===== config.mk =====
export PLATFORM = sky130hd
export DESIGN_NAME = systolic_mm_engine
export DESIGN_NICKNAME = d
export VERILOG_FILES = /design/src/rtl/systolic_mm_engine.sv
export SDC_FILE = /design/constraint.sdc
export NUM_CORES = 2
export LEC_CHECK = 0
export ABC_AREA = 1
export BUFFER_PORTS_ARGS = -buffer_cell sky130_fd_sc_hd__buf_4
export CORE_MARGIN = 2
export CORE_UTILIZATION = 59
export CTS_CLUSTER_SIZE = 25
export DETAILED_ROUTE_END_ITERATION = 12
export GPL_TIMING_DRIVEN = 1
export PLACE_DENSITY = 0.83
export SYNTH_ARGS = -nofsm -noshare
export SYNTH_HDL_FRONTEND = slang
export SYNTH_SLANG_ARGS = --single-unit
export TNS_END_PERCENT = 20

===== constraint.sdc =====
create_clock -name clk -period 4.8 [get_ports clk]
set_input_delay 0.72 -clock clk [delete_from_list [all_inputs] [get_ports clk]]
set_output_delay 0.72 -clock clk [all_outputs]
set_load 0.02 [all_outputs]

===== src/rtl/systolic_mm_engine.sv =====
// systolic_mm_engine
// Output-stationary N x N systolic matrix-multiply engine. Each beat supplies
// one A column (a_vec) and one B row (b_vec). The engine skews them on chip,
// accumulates C = A*B in the PE array, and exposes C through a registered
// indexed read port.
//
// Ports
//   clk       rising-edge clock
//   reset     synchronous active-high reset
//   start     begin a job (sampled only while idle)
//   k_len     number of vector pairs in the job, latched on start
//   in_valid  a_vec/b_vec valid
//   in_ready  engine accepts a vector pair this cycle
//   a_vec     A[i][k] in bits [i*DATA_W +: DATA_W]
//   b_vec     B[k][j] in bits [j*DATA_W +: DATA_W]
//   busy      a job is in progress, held through the done pulse
//   done      one-cycle pulse, all C[i][j] final
//   rd_idx    result index i*N+j; indices >= N*N read as 0
//   rd_data   registered C[rd_idx]
module systolic_mm_engine #(
    parameter int unsigned N      = 4,
    parameter int unsigned DATA_W = 8,
    parameter int unsigned ACC_W  = 24,
    parameter int unsigned KW     = 8,
    parameter int unsigned SIGNED = 0
) (
    input  logic                          clk,
    input  logic                          reset,
    input  logic                          start,
    input  logic [KW-1:0]                 k_len,
    input  logic                          in_valid,
    output logic                          in_ready,
    input  logic [N*DATA_W-1:0]           a_vec,
    input  logic [N*DATA_W-1:0]           b_vec,
    output logic                          busy,
    output logic                          done,
    input  logic [$clog2(N*N+1)-1:0]      rd_idx,
    output logic [ACC_W-1:0]              rd_data
);

    // Index port is one value wider than N*N-1 needs so out-of-range reads exist.
    localparam int unsigned IDX_W     = $clog2(N*N+1);
    localparam int unsigned ACC_DEPTH = 1 << IDX_W;
    // Product width: wide enough for the full product and for the accumulator.
    localparam int unsigned PW        = (ACC_W > 2*DATA_W) ? ACC_W : 2*DATA_W;
    localparam int unsigned DRAIN_W   = $clog2(2*N);
    localparam int unsigned CNT_W     = (KW > DRAIN_W) ? KW : DRAIN_W;

    typedef enum logic [1:0] {
        S_IDLE  = 2'd0,
        S_LOAD  = 2'd1,
        S_DRAIN = 2'd2,
        S_DONE  = 2'd3
    } state_t;

    state_t             r_state;
    state_t             w_state_nxt;
    logic               r_in_ready;
    logic               r_busy;
    logic               r_done;
    logic               w_in_ready_nxt;
    logic               w_busy_nxt;
    logic               w_done_nxt;
    logic [KW-1:0]      r_klen;
    logic [CNT_W-1:0]   r_cnt;
    logic [CNT_W-1:0]   w_cnt_inc;
    logic               w_accept;
    logic               w_clr;
    logic [ACC_W-1:0]   r_rd_data;

    logic [DATA_W-1:0]  w_a_edge [N];
    logic [DATA_W-1:0]  w_b_edge [N];
    logic [DATA_W-1:0]  w_a_op   [N][N];
    logic [DATA_W-1:0]  w_b_op   [N][N];
    logic [ACC_W-1:0]   w_acc    [ACC_DEPTH];

    assign in_ready = r_in_ready;
    assign busy     = r_busy;
    assign done     = r_done;
    assign rd_data  = r_rd_data;

    // in_ready is registered from the next state, so it equals (state == LOAD).
    assign w_accept  = in_valid & r_in_ready;
    assign w_clr     = (r_state == S_IDLE) & start;
    assign w_cnt_inc = r_cnt + CNT_W'(1);

    // Sign- or zero-extend an operand to the product width.
    function automatic logic [PW-1:0] ext_op(input logic [DATA_W-1:0] v);
        logic [PW-1:0] r;
        r = '0;
        r[DATA_W-1:0] = v;
        for (int b = DATA_W; b < PW; b++) begin
            r[b] = (SIGNED != 0) & v[DATA_W-1];
        end
        return r;
    endfunction

    // State and registered control outputs.
    always_ff @(posedge clk) begin
        if (reset) begin
            r_state    <= S_IDLE;
            r_in_ready <= 1'b0;
            r_busy     <= 1'b0;
            r_done     <= 1'b0;
        end else begin
            r_state    <= w_state_nxt;
            r_in_ready <= w_in_ready_nxt;
            r_busy     <= w_busy_nxt;
            r_done     <= w_done_nxt;
        end
    end

    // Next-state logic.
    always_comb begin
        w_state_nxt = r_state;
        case (r_state)
            S_IDLE: begin
                if (start) begin
                    w_state_nxt = (k_len == '0) ? S_DONE : S_LOAD;
                end
            end
            S_LOAD: begin
                if (w_accept && (w_cnt_inc == CNT_W'(r_klen))) begin
                    w_state_nxt = S_DRAIN;
                end
            end
            S_DRAIN: begin
                // Last beat reaches PE(N-1,N-1) 2N-1 edges after acceptance.
                if (r_cnt == CNT_W'(2*N-2)) begin
                    w_state_nxt = S_DONE;
                end
            end
            S_DONE:  w_state_nxt = S_IDLE;
            default: w_state_nxt = S_IDLE;
        endcase
    end

    // Output decode; done lags DONE by one cycle so rd_data is final with it.
    always_comb begin
        w_in_ready_nxt = 1'b0;
        w_busy_nxt     = 1'b0;
        w_done_nxt     = 1'b0;
        w_in_ready_nxt = (w_state_nxt == S_LOAD);
        w_busy_nxt     = (w_state_nxt != S_IDLE) | (r_state == S_DONE);
        w_done_nxt     = (r_state == S_DONE);
    end

    // Beat / drain counter, restarted on every state change.
    always_ff @(posedge clk) begin
        if (reset) begin
            r_cnt <= '0;
        end else if (w_state_nxt != r_state) begin
            r_cnt <= '0;
        end else if (((r_state == S_LOAD) && w_accept) || (r_state == S_DRAIN)) begin
            r_cnt <= w_cnt_inc;
        end
    end

    // Job length captured at start.
    always_ff @(posedge clk) begin
        if (reset) begin
            r_klen <= '0;
        end else if (w_clr) begin
            r_klen <= k_len;
        end
    end

    // Input skew: row/column g passes through g+1 registers; bubbles inject 0.
    for (genvar g = 0; g < N; g++) begin : g_skew
        logic [DATA_W-1:0] r_a_sk [g+1];
        logic [DATA_W-1:0] r_b_sk [g+1];

        always_ff @(posedge clk) begin
            if (reset || w_clr) begin
                for (int d = 0; d <= g; d++) begin
                    r_a_sk[d] <= '0;
                    r_b_sk[d] <= '0;
                end
            end else begin
                r_a_sk[0] <= w_accept ? a_vec[g*DATA_W +: DATA_W] : '0;
                r_b_sk[0] <= w_accept ? b_vec[g*DATA_W +: DATA_W] : '0;
                for (int d = 1; d <= g; d++) begin
                    r_a_sk[d] <= r_a_sk[d-1];
                    r_b_sk[d] <= r_b_sk[d-1];
                end
            end
        end

        assign w_a_edge[g] = r_a_sk[g];
        assign w_b_edge[g] = r_b_sk[g];
    end

    // PE array: A flows right, B flows down, C stays in place.
    for (genvar i = 0; i < N; i++) begin : g_row
        for (genvar j = 0; j < N; j++) begin : g_col
            logic [ACC_W-1:0] r_acc;
            logic [PW-1:0]    w_prod;

            if (j == 0) begin : g_a_edge
                assign w_a_op[i][0] = w_a_edge[i];
            end
            if (i == 0) begin : g_b_edge
                assign w_b_op[0][j] = w_b_edge[j];
            end

            assign w_prod = ext_op(w_a_op[i][j]) * ext_op(w_b_op[i][j]);

            always_ff @(posedge clk) begin
                if (reset || w_clr) begin
                    r_acc <= '0;
                end else begin
                    r_acc <= r_acc + w_prod[ACC_W-1:0];
                end
            end

            assign w_acc[i*N+j] = r_acc;

            if (j < N-1) begin : g_pass_a
                logic [DATA_W-1:0] r_a;
                always_ff @(posedge clk) begin
                    if (reset || w_clr) begin
                        r_a <= '0;
                    end else begin
                        r_a <= w_a_op[i][j];
                    end
                end
                assign w_a_op[i][j+1] = r_a;
            end

            if (i < N-1) begin : g_pass_b
                logic [DATA_W-1:0] r_b;
                always_ff @(posedge clk) begin
                    if (reset || w_clr) begin
                        r_b <= '0;
                    end else begin
                        r_b <= w_b_op[i][j];
                    end
                end
                assign w_b_op[i+1][j] = r_b;
            end
        end
    end

    // Unpopulated read indices return zero.
    for (genvar e = N*N; e < ACC_DEPTH; e++) begin : g_acc_pad
        assign w_acc[e] = '0;
    end

    // Registered result read port.
    always_ff @(posedge clk) begin
        if (reset) begin
            r_rd_data <= '0;
        end else begin
            r_rd_data <= w_acc[rd_idx];
        end
    end

endmodule


Word level (Yosys, flattened, before mapping):

Memories as Yosys holds them, arrays and structs flattened.
Cells that the tools add are included.

* register bits: 621
* RAM bits: 160
* memories kept: 8
* logic and storage cells: 169
* bits of input ports: 81
* output and inout bits: 27

Memories
* g_skew[3].r_a_sk: depth 4, bits a word 8, rd ports 4, clocked after Yosys merged registers in 0, write ports 4, line 170 `logic [DATA_W-1:0] r_a_sk [g+1];`
* g_skew[3].r_b_sk: depth 4, bits a word 8, rd ports 4, clocked after Yosys merged registers in 0, write ports 4, line 171 `logic [DATA_W-1:0] r_b_sk [g+1];`
* g_skew[2].r_a_sk: depth 3, bits a word 8, rd ports 3, clocked after Yosys merged registers in 0, write ports 3, line 170
* g_skew[2].r_b_sk: depth 3, bits a word 8, rd ports 3, clocked after Yosys merged registers in 0, write ports 3, line 171
* g_skew[1].r_a_sk: depth 2, bits a word 8, rd ports 2, clocked after Yosys merged registers in 0, write ports 2, line 170
* g_skew[1].r_b_sk: depth 2, bits a word 8, rd ports 2, clocked after Yosys merged registers in 0, write ports 2, line 171
* 2 more memories

* reductions and logical operators: 10
* muxes and demuxes: 41
* multipliers: 16
* bitwise operators: 22
* $add $sub $neg: 17
* equal/unequal tests: 7
* magnitude comparators: 1

Operator list (number)
* $mul A8 B8 Y16: 16
* $add A24 B16 Y24: 10
* $mux W8: 28
* $add A24 B24 Y24: 6
* $bmux W24 S5: 1
* $mux W24: 2
* $or A1 B1 Y1: 19
* $reduce_or A8 Y1: 2
* $add A8 B1 Y8 const B: 1
* $eq A8 B3 Y1 const B: 1
* $eq A8 B8 Y1: 1
* $logic_not A8 Y1: 1
* $mux W2: 4
* $pmux W2 S4: 1
* $ge A6 B6 Y1 const B: 1
* $not A5 Y6: 1
* $mux W1: 5
* $eq A2 B1 Y1 const B: 2
* $eq A2 B2 Y1 const B: 2
* $and A1 B1 Y1: 2
* $logic_and A1 B1 Y1: 2
* $logic_not A2 Y1: 1
* $logic_or A1 B1 Y1: 2
* $ne A2 B2 Y1: 1
* 2 further kinds: 2

Depth between registers and ports, before layout:

* word-level depth: 7
* gate-level depth with buffers: 31
* mapped depth without buffers: 30

Worst setup path after synthesis:

OpenSTA, ideal clock, no wires.

* kind: reg2reg
* from: reg g_row[1].g_col[0].g_pass_b.r_b[2]
* to: reg g_row[2].g_col[0].r_acc[23]
* clock period less this slack: 5306 ps
* cell stages (with the launch flop): 30
* setup slack: -506 ps
* path buffers: 1
* setup time: 113 ps
* data required time: 4687 ps
* arrival time: 5193 ps
* path through: dfxtp_1 clkbuf_1 nand2_1 fa_1 fa_1 inv_1 fa_1 inv_1 fa_1 inv_1 ha_1 nand2_1 inv_1 nand2_1 nand2_1 a21oi_1 o21ai_0 a21oi_1 xor2_1 inv_1 ha_1 nand2_1 inv_1 nand3_1 nor3_1 nand4_1 a31oi_1 nand2_1 nand2_1 nor2_1

* cells in the longest elaborated chain, start to end: 2

RTL lines
* start, declared: line 231 `logic [DATA_W-1:0] r_b;`
* start signal, assigned: line 236 `r_b <= w_b_op[i][j];`
* $mul A8 B8 Y16: line 206 `assign w_prod = ext_op(w_a_op[i][j]) * ext_op(w_b_op[i][j]);`
* $add A24 B16 Y24: line 212 `r_acc <= r_acc + w_prod[ACC_W-1:0];`
* end signal, assigned: line 212
* end, declared: line 196 `logic [ACC_W-1:0] r_acc;`

Every way passes these cells.
A chain may end at the register's enable or synchronous reset.

Worst setup path in the final report:

* from: reg g_row[2].g_col[2].g_pass_b.r_b[4]
* to: reg g_row[3].g_col[2].r_acc[22]

* cells in the longest elaborated chain, start to end: 2

RTL lines (line)
* start, declared: 231
* start signal, assigned: 236
* $mul A8 B8 Y16: 206
* $add A24 B24 Y24: 212
* end signal, assigned: 212
* end, declared: 196

Every way passes these cells.

==> impl_results.md <==
* Vias in the first global route at 63,970
* Clk sink count at 781
* Synthesized net count at 11,450
* Failing checks: setup timing
* Share of cells above drive strength 1 at 14.18%
* Clock slew at reported path FFs at 0.06 ns
* Synth Area in Compound Gates at 11.73%
* Top_reg_cell synth: dfxtp_1
* Ys Warns at 0
* Total gr overflow at 0
* Die height at 353.2 microns
* CTS root buffer: clkbuf_16
* Post-DRT Antenna Nets at 0
* Min-delay worst type: in2reg
* Worst hold stages at 3
* Final HPWL DP at 155.2 mm
* Vias per std cell at 5.414
* FF-to-FF setup slack at -0.48 ns
* Crit path DAT at 5.87 ns
* Clock latency on the worst-skew pair at 0.72 ns
* HP Start: b_vec[20]
* Number of flops mapped to enable cells by yosys at 0
* Maxcap violations at 0
* Area grow syn2layout at 15.88%
* Mux contribution to synthesized area at 0%
* Critical path launch point type: register
* Capturing point of the worst reg2reg path: g_row[3].g_col[2].r_acc[22]
* I/O pins at 108
* Core outline area at 0.1214 sq mm
* Period utilization at 109.9%
* Setup Crit Path Kind: reg2reg
* Die width at 353.2 microns
* Routed WL at 202.0 mm
* Wire per inst at 16.97 microns
* CTS Buf Count at 90
* Final Hold Vio Count at 0
* First-pass DRT Iterations at 9
* Count leader, synth: inv_1
* Final nets at 11,730
* Sequential-to-total area share from yosys stat at 21.73%
* Leak Pwr at 44.81 nW
* Post-route setup slack at -0.4752 ns
* FMAX at 189.6 MHz
* GR Util All Layers at 31.66%
* CTS max path bufs at 3
* Synth cell types at 53
* Mapped Area at 0.07194 sq mm
* Crit Path Max Fanout at 5
* Crit path time final at 5.275 ns
* VDD IR max at 0.3519 mV
* First-pass GRT wire length at 320.8 mm
* R2R depth at 27
* Critical Path End Type: register
* Largest family of logic cells by synthesized area: adder cells
* Remaining DRCs at 0
* Starting Density at 59.26%
* PortBufs at 107
* DRT iter0 DRCs at 6,024
* TritonCTS clock tree: yes
* Rows at 128
* Unrepaired setup endpoints after global routing: true
* Final setup fails at 95
* Worst slew margin at 29.08%
* Post-Synth Simple-Gate Area at 17.30%
* FF+latch count, synth at 781
* Depth of the CTS H-tree at 3
* Hold buffer count at cts at 0
* Initial antenna violation count at 13
* Adder-Cell Fraction of Synth Area at 32.75%
* Via Count at 64,450
* Post-Syn Instances at 9,909
* RePlAce Congestion at 0.9891
* Final slew viol count at 0
* Mean post-synth cell area at 7.260 sq um
* Leading area contributor after synthesis: dfxtp_1
* Run status: finished with violations
* DP Worst Slack at -0.5573 ns
* Top cells by area, synth: dfxtp_1, fa_1, inv_1
* Commonest cells in the netlist: inv_1, nand2_1, nor2_1, dfxtp_1, ha_1
* Layout Skew at 0.02905 ns
* Total chip power at 14.80 mW
* Pin count of the biggest net entering global routing at 205
* Power per Cell Area at 177.6 mW/mm^2
* Die footprint at 0.1247 sq mm
* Worst-Margin Slew at 1.053 ns
* Reg-to-Reg Start: g_row[2].g_col[2].g_pass_b.r_b[4]
* FFs w/ async S/R, synth at 0%
* Hold Path End: g_skew[2].r_b_sk[0][4]
* Area share of the largest cell type after synthesis at 21.73%
* Worst Path Required at 5.39 ns
* Post-Synth XOR/XNOR Area at 1.047%
-- layout by cell type (no fill, tap or decap), types with 39 or more instances in the layout --
cell type	n
nand2_2	91
dfxtp_4	40
o21ai_2	40
nand3_1	251
o21ai_1	68
ha_4	75
xor2_1	50
dfxtp_1	697
fa_1	692
inv_2	73
clkbuf_16	92
dfxtp_2	44
a21o_1	39
a21oi_2	84
nand4_1	41
nand2_1	1686
a21oi_1	591
inv_1	2426
ha_1	670
o21ai_0	460
nor2_1	865
buf_4	581
o21a_1	49
-- worst max-delay path, stage by stage (launching register included) --
cell and delay, ns:
dfxtp_4 0.37, buf_4 0.14, nand2_1 0.05, inv_1 0.05, fa_2 0.33, fa_1 0.51
inv_2 0.04, fa_1 0.48, fa_1 0.49, inv_1 0.06, ha_4 0.27, inv_2 0.06
buf_4 0.14, nor3_4 0.17, a21oi_2 0.09, buf_4 0.14, buf_4 0.12, xnor2_1 0.14
ha_1 0.39, nand2_2 0.13, nor2_4 0.14, inv_2 0.06, nor3_4 0.19, nand4_1 0.18
a31oi_2 0.20, nand2_1 0.09, nand2_1 0.07, nor2_1 0.05
-- through the flow --
step	cell area (sq um)	TNS [ns]	hold slack [ns]	std cells	utilization [%]
2_1_floorplan	72640	-0.7671	0.3936	9909	-
3_3_place_gp	77020	-22.44	0.3932	11680	63.44
3_5_place_dp	77020	-32.14	0.3978	11680	63.44
4_1_cts	81580	-16.06	0.1805	11870	67.20
5_1_grt	83360	-46.11	0.2084	11900	68.66
6_report	83370	-23.80	0.2147	11900	68.67
-- how the worst max path moves through the flow --
stage / slack [ns] / from / to
floorplan: -0.09 / g_row[1].g_col[0].g_pass_b.r_b[2] / g_row[2].g_col[0].r_acc[23]
CTS: -0.38 / g_row[1].g_col[3].g_pass_b.r_b[7] / g_row[2].g_col[3].r_acc[23]
detailed placement: -0.56 / g_row[2].g_col[2].g_pass_b.r_b[4] / g_row[3].g_col[2].r_acc[19]
finish: -0.48 / g_row[2].g_col[2].g_pass_b.r_b[4] / g_row[3].g_col[2].r_acc[22]
global route: -0.71 / g_row[2].g_col[2].g_pass_a.r_a[3] / g_row[2].g_col[3].r_acc[23]
global placement: -0.42 / g_row[1].g_col[3].g_pass_b.r_b[2] / g_row[2].g_col[3].r_acc[23]
-- cells by family (layout without fill, tap and decap cells) --
logic type      Yosys count  count (layout)
xor+xnor                 86              86
other cells               0               5
buf+inv                2929            3293
compound gates         1537            1537
fa+ha+maj              1458            1458
flops                   781             781
simple gates           3118            3118
-- where the power goes --
group / leakage, nW / switching, mW / internal (mW)
clock network: 1.55 / 3.12 / 4.44
registers: 6.35 / 0.0304 / 6.49
logic: 36.9 / 0.520 / 0.209
total: 44.8 / 3.67 / 11.1
-- timing repair --
item	4_1_cts	5_1_grt
pin swaps	150	191
endpoints found under the setup margin	103	137
gates resized for setup	327	427
hold endpoints to repair	0	0
buffers inserted	26	25
-- routing by layer --
| metal | track usage (%) | routed length, microns | vias up |
|---|---|---|---|
| met5 | 0 | 103 | - |
| met4 | 11.63 | 7939 | 12 |
| met3 | 8.098 | 21310 | 545 |
| met2 | 49.56 | 89760 | 2888 |
| met1 | 42.30 | 82900 | 30430 |
| li1 | - | - | 30570 |
-- registers in the layout, indices dropped and copies added (netlist names), 2 cells and up --
name	cells
r_cnt	8
rd_data	24
g_skew.r_a_sk	80
g_skew.r_b_sk	80
r_state	2
g_row.g_col.r_acc	384
r_klen	8
g_row.g_col.g_pass_a.r_a	96
g_row.g_col.g_pass_b.r_b	96
-- area by class of cell --
cell class	instances	area [sq um]
Fill cell	9469	38030
Clock inverter	54	696.9
Inverter	2504	9417
Tap cell	1625	2033
Clock buffer	116	2542
Timing Repair Buffer	619	4833
Antenna cell	5	12.51
Multi-Input combinational cell	6199	47990
Sequential cell	781	15840
(Power assumes the default switching activity.)
